[src/rtl/pll_reset_sequencer_pkg.sv]
// Shared definitions for the PLL reset sequencer: state encoding and default parameters.
package pll_seq_pkg;

    typedef enum logic [1:0] {
        WAIT_LOCK = 2'd0,
        STABILIZE = 2'd1,
        RELEASE   = 2'd2,
        RUN       = 2'd3
    } seq_state_e;

    localparam int DEF_SYNC_STAGES      = 2;
    localparam int DEF_LOCK_CYCLES      = 1024;
    localparam int DEF_HOLD_CYCLES      = 16;
    localparam int DEF_LOSS_COUNT_WIDTH = 8;

    function automatic int max_int(input int a, input int b);
        return (a > b) ? a : b;
    endfunction

endpackage

[src/rtl/pll_reset_sequencer_if.sv]
// Lock input, status clear and reset/status outputs of the PLL reset sequencer.
interface pll_reset_sequencer_if
    import pll_seq_pkg::*;
#(
    parameter int LOSS_COUNT_WIDTH = DEF_LOSS_COUNT_WIDTH
) ();

    logic                        pll_locked;
    logic                        clear_status;
    logic                        core_reset_n;
    logic                        ready;
    logic                        lock_lost;
    logic [LOSS_COUNT_WIDTH-1:0] lock_loss_count;

    modport master (
        input  pll_locked,
        input  clear_status,
        output core_reset_n,
        output ready,
        output lock_lost,
        output lock_loss_count
    );

    modport slave (
        output pll_locked,
        output clear_status,
        input  core_reset_n,
        input  ready,
        input  lock_lost,
        input  lock_loss_count
    );

endinterface

[src/rtl/pll_reset_sequencer_sync_ff.sv]
// Generic single-bit multi-stage synchroniser, async active-low reset to 0.
module sync_ff
    import pll_seq_pkg::*;
#(
    parameter int SYNC_STAGES = DEF_SYNC_STAGES
) (
    input  logic clock,
    input  logic reset_n,
    input  logic d_in,
    output logic q_out
);

    logic [SYNC_STAGES-1:0] sync_q;
    logic [SYNC_STAGES-1:0] sync_d;

    always_comb begin
        sync_d = {sync_q[SYNC_STAGES-2:0], d_in};
    end

    always_ff @(posedge clock or negedge reset_n) begin
        if (!reset_n) begin
            sync_q <= '0;
        end else begin
            sync_q <= sync_d;
        end
    end

    assign q_out = sync_q[SYNC_STAGES-1];

endmodule

[src/rtl/pll_reset_sequencer.sv]
// Holds the core in reset until PLL lock is stable, then releases it and flags ready.
//
// state     | meaning
// WAIT_LOCK | core in reset, waiting for synchronised lock
// STABILIZE | lock seen, counting LOCK_CYCLES of continuous lock
// RELEASE   | core reset released, counting HOLD_CYCLES flush interval
// RUN       | core running, ready asserted
module pll_reset_sequencer
    import pll_seq_pkg::*;
#(
    parameter int SYNC_STAGES      = DEF_SYNC_STAGES,
    parameter int LOCK_CYCLES      = DEF_LOCK_CYCLES,
    parameter int HOLD_CYCLES      = DEF_HOLD_CYCLES,
    parameter int LOSS_COUNT_WIDTH = DEF_LOSS_COUNT_WIDTH
) (
    input  logic                   clock,
    input  logic                   reset_n,
    pll_reset_sequencer_if.master  seq_if
);

    localparam int CNT_W = $clog2(max_int(LOCK_CYCLES, HOLD_CYCLES) + 1);
    localparam logic [CNT_W-1:0] LOCK_LAST = CNT_W'(LOCK_CYCLES - 1);
    localparam logic [CNT_W-1:0] HOLD_LAST = CNT_W'(HOLD_CYCLES - 1);

    logic                        locked_sync;
    seq_state_e                  state_q, state_d;
    logic [CNT_W-1:0]            cnt_q, cnt_d;
    logic                        core_reset_n_q, core_reset_n_d;
    logic                        ready_q, ready_d;
    logic                        lock_lost_q, lock_lost_d;
    logic [LOSS_COUNT_WIDTH-1:0] loss_count_q, loss_count_d;
    logic                        loss_evt;

    sync_ff #(.SYNC_STAGES(SYNC_STAGES)) u_lock_sync (
        .clock   (clock),
        .reset_n (reset_n),
        .d_in    (seq_if.pll_locked),
        .q_out   (locked_sync)
    );

    always_ff @(posedge clock or negedge reset_n) begin
        if (!reset_n) begin
            state_q        <= WAIT_LOCK;
            cnt_q          <= '0;
            core_reset_n_q <= 1'b0;
            ready_q        <= 1'b0;
            lock_lost_q    <= 1'b0;
            loss_count_q   <= '0;
        end else begin
            state_q        <= state_d;
            cnt_q          <= cnt_d;
            core_reset_n_q <= core_reset_n_d;
            ready_q        <= ready_d;
            lock_lost_q    <= lock_lost_d;
            loss_count_q   <= loss_count_d;
        end
    end

    always_comb begin
        loss_evt = ((state_q == RELEASE) || (state_q == RUN)) && !locked_sync;
        state_d  = state_q;
        cnt_d    = cnt_q;
        case (state_q)
            WAIT_LOCK: begin
                if (locked_sync) begin
                    state_d = STABILIZE;
                    cnt_d   = '0;
                end
            end
            STABILIZE: begin
                // A drop here is a pre-release glitch and does not count as a loss
                if (!locked_sync) begin
                    state_d = WAIT_LOCK;
                    cnt_d   = '0;
                end else if (cnt_q == LOCK_LAST) begin
                    state_d = RELEASE;
                    cnt_d   = '0;
                end else begin
                    cnt_d = cnt_q + CNT_W'(1);
                end
            end
            RELEASE: begin
                if (loss_evt) begin
                    state_d = WAIT_LOCK;
                    cnt_d   = '0;
                end else if (cnt_q == HOLD_LAST) begin
                    state_d = RUN;
                end else begin
                    cnt_d = cnt_q + CNT_W'(1);
                end
            end
            RUN: begin
                if (loss_evt) begin
                    state_d = WAIT_LOCK;
                    cnt_d   = '0;
                end
            end
            default: begin
                state_d = WAIT_LOCK;
                cnt_d   = '0;
            end
        endcase
    end

    always_comb begin
        core_reset_n_d = (state_d == RELEASE) || (state_d == RUN);
        ready_d        = (state_d == RUN);
        lock_lost_d    = lock_lost_q;
        loss_count_d   = loss_count_q;
        // A loss on the same edge as a clear wins, leaving a count of one
        if (loss_evt) begin
            lock_lost_d = 1'b1;
            if (seq_if.clear_status) begin
                loss_count_d = LOSS_COUNT_WIDTH'(1);
            end else if (loss_count_q != '1) begin
                loss_count_d = loss_count_q + LOSS_COUNT_WIDTH'(1);
            end
        end else if (seq_if.clear_status) begin
            lock_lost_d  = 1'b0;
            loss_count_d = '0;
        end
    end

    assign seq_if.core_reset_n    = core_reset_n_q;
    assign seq_if.ready           = ready_q;
    assign seq_if.lock_lost       = lock_lost_q;
    assign seq_if.lock_loss_count = loss_count_q;

endmodule

[src/flat_wrapper.sv]
// flat-port wrapper written by rule: the top's interface ports become plain ports
module pll_reset_sequencer_flat import pll_seq_pkg::*;
#(
    parameter int SYNC_STAGES      = DEF_SYNC_STAGES,
    parameter int LOCK_CYCLES      = DEF_LOCK_CYCLES,
    parameter int HOLD_CYCLES      = DEF_HOLD_CYCLES,
    parameter int LOSS_COUNT_WIDTH = DEF_LOSS_COUNT_WIDTH
)
  (clock, reset_n, seq_if_pll_locked, seq_if_clear_status, seq_if_core_reset_n, seq_if_ready, seq_if_lock_lost, seq_if_lock_loss_count);
  pll_reset_sequencer_if #(.LOSS_COUNT_WIDTH(LOSS_COUNT_WIDTH)) seq_if_i ();
  input  logic clock;
  input  logic reset_n;
  input wire logic [$bits(seq_if_i.pll_locked)-1:0] seq_if_pll_locked;
  input wire logic [$bits(seq_if_i.clear_status)-1:0] seq_if_clear_status;
  output wire logic [$bits(seq_if_i.core_reset_n)-1:0] seq_if_core_reset_n;
  output wire logic [$bits(seq_if_i.ready)-1:0] seq_if_ready;
  output wire logic [$bits(seq_if_i.lock_lost)-1:0] seq_if_lock_lost;
  output wire logic [$bits(seq_if_i.lock_loss_count)-1:0] seq_if_lock_loss_count;
  assign seq_if_i.pll_locked = seq_if_pll_locked;
  assign seq_if_i.clear_status = seq_if_clear_status;
  assign seq_if_core_reset_n = seq_if_i.core_reset_n;
  assign seq_if_ready = seq_if_i.ready;
  assign seq_if_lock_lost = seq_if_i.lock_lost;
  assign seq_if_lock_loss_count = seq_if_i.lock_loss_count;
  pll_reset_sequencer #(.SYNC_STAGES(SYNC_STAGES), .LOCK_CYCLES(LOCK_CYCLES), .HOLD_CYCLES(HOLD_CYCLES), .LOSS_COUNT_WIDTH(LOSS_COUNT_WIDTH)) u_core (.clock(clock), .reset_n(reset_n), .seq_if(seq_if_i));
endmodule
[config.mk]
export PLATFORM = sky130hd
export DESIGN_NAME = pll_reset_sequencer_flat
export DESIGN_NICKNAME = d
export VERILOG_FILES = /design/src/rtl/pll_reset_sequencer_pkg.sv /design/src/rtl/pll_reset_sequencer_if.sv /design/src/rtl/pll_reset_sequencer_sync_ff.sv /design/src/rtl/pll_reset_sequencer.sv /design/src/flat_wrapper.sv
export SDC_FILE = /design/constraint.sdc
export NUM_CORES = 1
export LEC_CHECK = 0
export BUFFER_PORTS_ARGS = -buffer_cell sky130_fd_sc_hd__buf_2
export CORE_AREA = 2 2 54 56
export DETAILED_ROUTE_END_ITERATION = 10
export DIE_AREA = 0 0 56 58
export MAX_ROUTING_LAYER = met4
export PLACE_DENSITY = 0.7
export SYNTH_ARGS = -nofsm -noshare
export SYNTH_HDL_FRONTEND = slang
export SYNTH_HIERARCHICAL = 1
export SYNTH_SLANG_ARGS = --single-unit
[constraint.sdc]
create_clock -name clock -period 2.5 [get_ports clock]
set_input_delay 0.375 -clock clock [delete_from_list [all_inputs] [get_ports clock]]
set_output_delay 0.375 -clock clock [all_outputs]
set_load 0.1 [all_outputs]
Word level (Yosys, flattened, before mapping). Index checks and enable logic that the tools add are counted.

Reduce and logical (&&, ||, !) cells: 9. $add $sub $neg: 2. Mux-type cells: 20. Equality and inequality tests: 11.

Operator list (count): $mux 11 (6); $pmux 11 s4 (1); $mux 8 (4); $mux 2 (6); $add 11x1->11 const B (1); $eq 11x10->1 const B (1); $eq 11x4->1 const B (1); $add 8x1->8 const B (1); $eq 2x2->1 const B (4); $ne 8x8->1 const B (1); $pmux 2 s4 (1); $reduce_bool 2->1 (2); $ne 3x2->1 const B (1); $reduce_and 3->1 (1); $eq 2x1->1 const B (1); $logic_not 2->1 (1); $logic_or 1x1->1 (2); $mux 1 (2); $ne 2x1->1 const B (1); $ne 2x2->1 const B (1); $reduce_and 2->1 (1); $logic_and 1x1->1 (1); $logic_not 1->1 (1).

Input port bits: 4. Word-level logic and storage cells: 49. Output and inout bits: 11. Bits in registers: 26.

Logic depth before layout (Yosys ltp).
Depth in word-level cells: 7. Gate-level depth with buffers: 8. Gate-level depth less buffers: 7.

Cells and area by module. The synthesis kept the hierarchy.

Modules (own cells, without submodules): pll_reset_sequencer (area an instance 1375.1 sq um, instances 1, sequential area each 600.6 sq um, cells an instance 148); sync_ff (area an instance 50.0 sq um, instances 1, sequential area each 50.0 sq um, cells an instance 2).

Worst setup path after synthesis. No wires, ideal clock.

Path kind: register -> register. Start: register u_core.loss_count_q[0], in the netlist u_core/seq_if.lock_loss_count[0]. End: register u_core.loss_count_q[5], in the netlist u_core/seq_if.lock_loss_count[5]. Data required time: 2.370 ns. Setup slack: 0.399 ns. Library setup time: 0.130 ns. Buffers on the path: 0. Cell stages (with the launch flop): 7. Clock period less this slack: 2.101 ns. Arrival time: 1.971 ns. Path through: dfrtp_1 > ha_1 > and3_1 > and3_1 > nand4b_1 > xor2_1 > nor2_1.

Cells in the longest elaborated chain, start to end: 4. Elaborated cells between the ends (all ways): 7. Those cells by class: add/sub (1); eq/ne (1); mux (3); reduce/logical (2).

Ends and longest elaborated chain: start: declaration (line pll_reset_sequencer.sv:31) `logic [LOSS_COUNT_WIDTH-1:0] loss_count_q, loss_count_d;`; start signal: assignment (line pll_reset_sequencer.sv:55) `loss_count_q <= loss_count_d;`; $add 8x1->8 (line pll_reset_sequencer.sv:116) `loss_count_d = loss_count_q + LOSS_COUNT_WIDTH'(1);`; $mux 8 (line pll_reset_sequencer.sv:115) `end else if (loss_count_q != '1) begin`; $mux 8 (line pll_reset_sequencer.sv:113) `if (seq_if.clear_status) begin`; $mux 8 (line pll_reset_sequencer.sv:111) `if (loss_evt) begin`.

Several ways; a longest one is shown, not always the timed one. The select of a mux whose other input is x is not followed. A chain may end at the register's enable or synchronous reset.

Worst setup path after layout.
Start: register u_core.state_q[0]. End: register u_core.cnt_q[2].

Cells in the longest elaborated chain, start to end: 5. Elaborated cells between the ends (all ways): 12. Those cells by class: eq/ne (6); mux (2); reduce/logical (4).

Ends and longest elaborated chain: start: declaration (line pll_reset_sequencer.sv:26) `seq_state_e state_q, state_d;`; start signal: assignment (line pll_reset_sequencer.sv:50) `state_q <= state_d;`; $eq 2x2->1 (line pll_reset_sequencer.sv:60, pll_reset_sequencer.sv:63); $logic_or 1x1->1 (line pll_reset_sequencer.sv:60) `loss_evt = ((state_q == RELEASE) || (state_q == RUN)) && !locked_sync;`; $logic_and 1x1->1 (line pll_reset_sequencer.sv:60); $mux 11, or another cell as far along (line pll_reset_sequencer.sv:83) `if (loss_evt) begin`; $pmux 11 s4 / $reduce_and 3->1 (equally long branches); end signal: assignment (line pll_reset_sequencer.sv:51) `cnt_q <= cnt_d;`; end: declaration (line pll_reset_sequencer.sv:27) `logic [CNT_W-1:0] cnt_q, cnt_d;`.

Several ways; a longest one is shown, not always the timed one.

==> impl_metrics.xml <==
<?xml version="1.0" encoding="UTF-8"?>
<metrics>
  <group name="detailed_routing">
    <metric name="drt-pass1-iter-count" unit="">4</metric>
    <metric name="first_iter_violations" unit="">51</metric>
    <metric name="viasPerCell" unit="">5.91</metric>
    <metric name="totalWireLength" unit="mm">2.79</metric>
    <metric name="drc" unit="">0</metric>
    <metric name="detailroute.via_count" unit="">1159</metric>
    <metric name="wl_per_cell" unit="um">14.2</metric>
    <metric name="antenna_violation_net_count_after_detailed_routing" unit="">0</metric>
  </group>
  <group name="logic_synthesis">
    <metric name="synth.lib_cells_used.distinct" unit="">42</metric>
    <metric name="syn_area" unit="mm2">0.00143</metric>
    <metric name="synth_seq_cells" unit="">26</metric>
    <metric name="seq_area_frac_synth" unit="%">45.7</metric>
    <metric name="synth_ff_type" unit="">sky130_fd_sc_hd__dfrtp_1</metric>
    <metric name="synth_enable_flop_cells" unit="">0</metric>
    <metric name="yosysWarnings" unit="">6</metric>
    <metric name="asyncSetResetFlopFracSynth" unit="%">100</metric>
    <metric name="postSynthCellCount" unit="">150</metric>
    <metric name="mappedNetlistNets" unit="">161</metric>
    <metric name="syn-mean-instance-area" unit="um2">9.50</metric>
  </group>
  <group name="place">
    <metric name="finalWeightedCongestion" unit="">0.852</metric>
    <metric name="placedInstanceArea" unit="mm2">0.00152</metric>
    <metric name="post-dp-hpwl" unit="mm">1.99</metric>
    <metric name="buffer_ports.inserted" unit="">14</metric>
  </group>
  <group name="timing">
    <metric name="min_period" unit="ns">2.21</metric>
    <metric name="max-slew-margin-rel" unit="%">62.4</metric>
    <metric name="report.final.setup_viol" unit="">0</metric>
    <metric name="rsz0062_at_grt" unit="">false</metric>
    <metric name="final_hold_viol_count" unit="">0</metric>
    <metric name="tightest_slew" unit="ns">0.565</metric>
    <metric name="slew_viol_final" unit="">0</metric>
    <metric name="worst_clock_skew" unit="ns">0.00405</metric>
    <metric name="max_freq" unit="GHz">0.452</metric>
    <metric name="timing.setup.tns" unit="ns">0</metric>
    <metric name="period_share" unit="%">88.6</metric>
  </group>
  <group name="critical_path">
    <metric name="worst_r2r_startpoint" unit="">u_core/state_q[0]$_DFF_PN0_</metric>
    <metric name="cp-startpoint" unit="">u_core/state_q[0]$_DFF_PN0_</metric>
    <metric name="crit_path_end_kind" unit="">flip-flop</metric>
    <metric name="critPathLaunchType" unit="">flip-flop</metric>
    <metric name="reg2reg_depth" unit="">6</metric>
    <metric name="worst_setup_path_class" unit="">reg -&gt; reg</metric>
    <metric name="timing.critical_path.arrival" unit="ns">2.41</metric>
    <metric name="r2r_slack" unit="ns">0.29</metric>
    <metric name="crit_path_end" unit="">u_core/cnt_q[2]$_DFFE_PN0P_</metric>
    <metric name="worst-path-max-fanout" unit="">6</metric>
    <metric name="worst_r2r_endpoint" unit="">u_core/cnt_q[2]$_DFFE_PN0P_</metric>
    <metric name="worst-endpoint-required" unit="ns">2.69</metric>
  </group>
  <group name="floorplan">
    <metric name="floorplan.io_pins" unit="">15</metric>
    <metric name="floorplan.die.width" unit="um">56</metric>
    <metric name="dieArea" unit="mm2">0.00325</metric>
    <metric name="die_h" unit="um">58</metric>
    <metric name="fp-row-count" unit="">19</metric>
    <metric name="initial_utilization" unit="%">53.5</metric>
    <metric name="floorplan.core_area" unit="mm2">0.00266</metric>
  </group>
  <group name="clock_tree">
    <metric name="cts-hold-fix-buffers" unit="">0</metric>
    <metric name="ctsLongestPathBuffers" unit="">2</metric>
    <metric name="worstSkewPairLatency" unit="ns">0.31</metric>
    <metric name="clock-root-buffer" unit="">sky130_fd_sc_hd__clkbuf_4</metric>
    <metric name="cts_repair_resize_count" unit="">0</metric>
    <metric name="tritoncts" unit="">built</metric>
    <metric name="numCtsBuffers" unit="">3</metric>
    <metric name="postCtsSetupRepairBufs" unit="">0</metric>
    <metric name="clkSlewWorstSetupHoldPaths" unit="ns">0.14</metric>
    <metric name="h_tree_lvl_count" unit="">1</metric>
    <metric name="cts.sinks" unit="">26</metric>
  </group>
  <group name="finish">
    <metric name="multiInputGateArea" unit="um2">737</metric>
    <metric name="drive_gt1_share" unit="%">15.8</metric>
    <metric name="area_growth" unit="%">9.39</metric>
    <metric name="filler_cell_count" unit="">231</metric>
    <metric name="finalNetCount" unit="">177</metric>
    <metric name="design_area" unit="mm2">0.00156</metric>
    <metric name="final_core_utilization" unit="%">58.6</metric>
    <metric name="seqCellArea" unit="um2">651</metric>
    <metric name="insertedDiodeCount" unit="">0</metric>
  </group>
  <group name="global_route">
    <metric name="grt_first_pass_wirelength" unit="mm">5.07</metric>
    <metric name="grt_util_all_layers" unit="%">20.0</metric>
    <metric name="grt_pass1_vias" unit="">1169</metric>
    <metric name="gr-total-overflow" unit="">0</metric>
    <metric name="grt_antenna_before_repair" unit="">0</metric>
    <metric name="grt_max_degree" unit="">27</metric>
  </group>
  <group name="pwr">
    <metric name="worst_vdd_rail_ir_drop" unit="mV">0.911</metric>
    <metric name="power_leakage" unit="nW">0.741</metric>
    <metric name="power.density_cell_area" unit="mW/mm2">879</metric>
  </group>
  <group name="run_status">
    <metric name="run_status" unit="">complete, no violations</metric>
  </group>
  <group name="min_path">
    <metric name="worst_hold_path_type" unit="">in -&gt; async</metric>
  </group>
  <group name="run">
    <metric name="max-cap-violations" unit="">0</metric>
  </group>
</metrics>
[worst min-delay path by stage]
stage,startpoint,end,cells past startpoint,slack (ns)
6_report,reset_n,u_core/seq_if.lock_loss_count[0]$_DFFE_PN0P_,1,0.03
5_1_grt,reset_n,u_core/seq_if.lock_loss_count[2]$_DFFE_PN0P_,1,0.08
4_1_cts,reset_n,u_core/seq_if.lock_loss_count[0]$_DFFE_PN0P_,1,0.04
3_5_place_dp,u_core/u_lock_sync/sync_q[0]$_DFF_PN0_,u_core/u_lock_sync/sync_q[1]$_DFF_PN0_,0,0.34
3_3_place_gp,u_core/u_lock_sync/sync_q[0]$_DFF_PN0_,u_core/u_lock_sync/sync_q[1]$_DFF_PN0_,0,0.33
2_1_floorplan,reset_n,u_core/cnt_q[0]$_DFFE_PN0P_,0,0.08
[power by group]
group	internal, mW	switching [mW]
registers	0.478	0.0492
logic	0.156	0.480
clock network	0.0889	0.119
[cells in the final DEF (no fill, tap or decap), types with 4 or more instances in the layout]
cell / count
sky130_fd_sc_hd__inv_1: 5
sky130_fd_sc_hd__and3_1: 5
sky130_fd_sc_hd__o21ai_0: 14
sky130_fd_sc_hd__nor3_1: 4
sky130_fd_sc_hd__nand2_1: 12
sky130_fd_sc_hd__ha_1: 7
sky130_fd_sc_hd__nand3_1: 10
sky130_fd_sc_hd__buf_2: 14
sky130_fd_sc_hd__dfrtp_1: 26
sky130_fd_sc_hd__nor2_1: 16
[worst max-delay path, stage by stage, from the launching register on]
cell and delay, ns:
sky130_fd_sc_hd__dfrtp_1 0.46, sky130_fd_sc_hd__inv_1 0.15, sky130_fd_sc_hd__ha_1 0.27, sky130_fd_sc_hd__o211ai_1 0.16, sky130_fd_sc_hd__a21oi_1 0.31, sky130_fd_sc_hd__nand3_1 0.31
sky130_fd_sc_hd__o311ai_0 0.43
[layer usage]
layer / routed length (um) / track usage [%] / part of all wire, %
met2: 1360 / 33.9 / 49
met5: 0 / - / 0
met1: 1300 / 25.0 / 46
met4: 38 / 7.48 / 1.4
met3: 98 / 2.01 / 3.5
[cell type report]
| class | count | area share [%] |
|---|---|---|
| flip-flops and latches | 26 | 41.7 |
| repair buffers | 15 | 4.98 |
| multi-input cells | 115 | 47.3 |
| well taps | 31 | 2.49 |
| inverters | 5 | 1.20 |
| clock buffers | 4 | 2.33 |
[through the flow]
step                setup slack (ns)  hold slack (ns)  std cells  power, mW
finish                         0.285           0.0292        196       1.37
global route                   0.137           0.0811        196       1.47
CTS                            0.314           0.0424        196       1.38
detailed placement             0.335            0.336        192       1.17
global placement               0.363            0.332        192       1.15
floorplan                      0.399           0.0794        150       1.04
[cell families (layout without fill, tap and decap cells)]
family	count (synthesis)	after routing	share of synthesized area, %
compound gates	37	37	17.4
xor+xnor	3	3	1.84
mux	3	3	2.11
simple gates	65	65	24.2
fa+ha+maj	7	7	6.15
buf+inv	9	24	2.63
flops	26	26	45.7
[sequential cells by signal, summed over array words and instances, names as in the netlist]
register and count:
u_core/seq_if.lock_loss_count 8, u_core/state_q 2, u_core/seq_if.ready 1, u_core/seq_if.lock_lost 1, u_core/u_lock_sync/sync_q 2, u_core/seq_if.core_reset_n 1
u_core/cnt_q 11
[Yosys cell counts (2+ instances only)]
master	count	share of area [%]
sky130_fd_sc_hd__ha_1	7	6.1
sky130_fd_sc_hd__nand4_1	2	0.88
sky130_fd_sc_hd__mux2i_1	3	2.1
sky130_fd_sc_hd__dfrtp_1	26	46
sky130_fd_sc_hd__clkbuf_1	2	0.53
sky130_fd_sc_hd__nand2b_1	3	1.3
sky130_fd_sc_hd__xor2_1	3	1.8
sky130_fd_sc_hd__o311ai_0	2	1.2
sky130_fd_sc_hd__o31ai_1	2	1.1
sky130_fd_sc_hd__a2bb2oi_1	2	1.2
sky130_fd_sc_hd__inv_1	5	1.3
sky130_fd_sc_hd__nand3_1	10	3.5
sky130_fd_sc_hd__a21oi_1	2	0.70
sky130_fd_sc_hd__and3_1	5	2.2
sky130_fd_sc_hd__or4_1	2	1.1
sky130_fd_sc_hd__nor2_1	16	4.2
sky130_fd_sc_hd__a22oi_1	3	1.6
sky130_fd_sc_hd__nor3_1	4	1.4
sky130_fd_sc_hd__o211ai_1	2	1.1
sky130_fd_sc_hd__a31oi_1	3	1.3
sky130_fd_sc_hd__o21ai_0	14	4.9
sky130_fd_sc_hd__nand2_1	12	3.2
(Power assumes the default switching activity.)
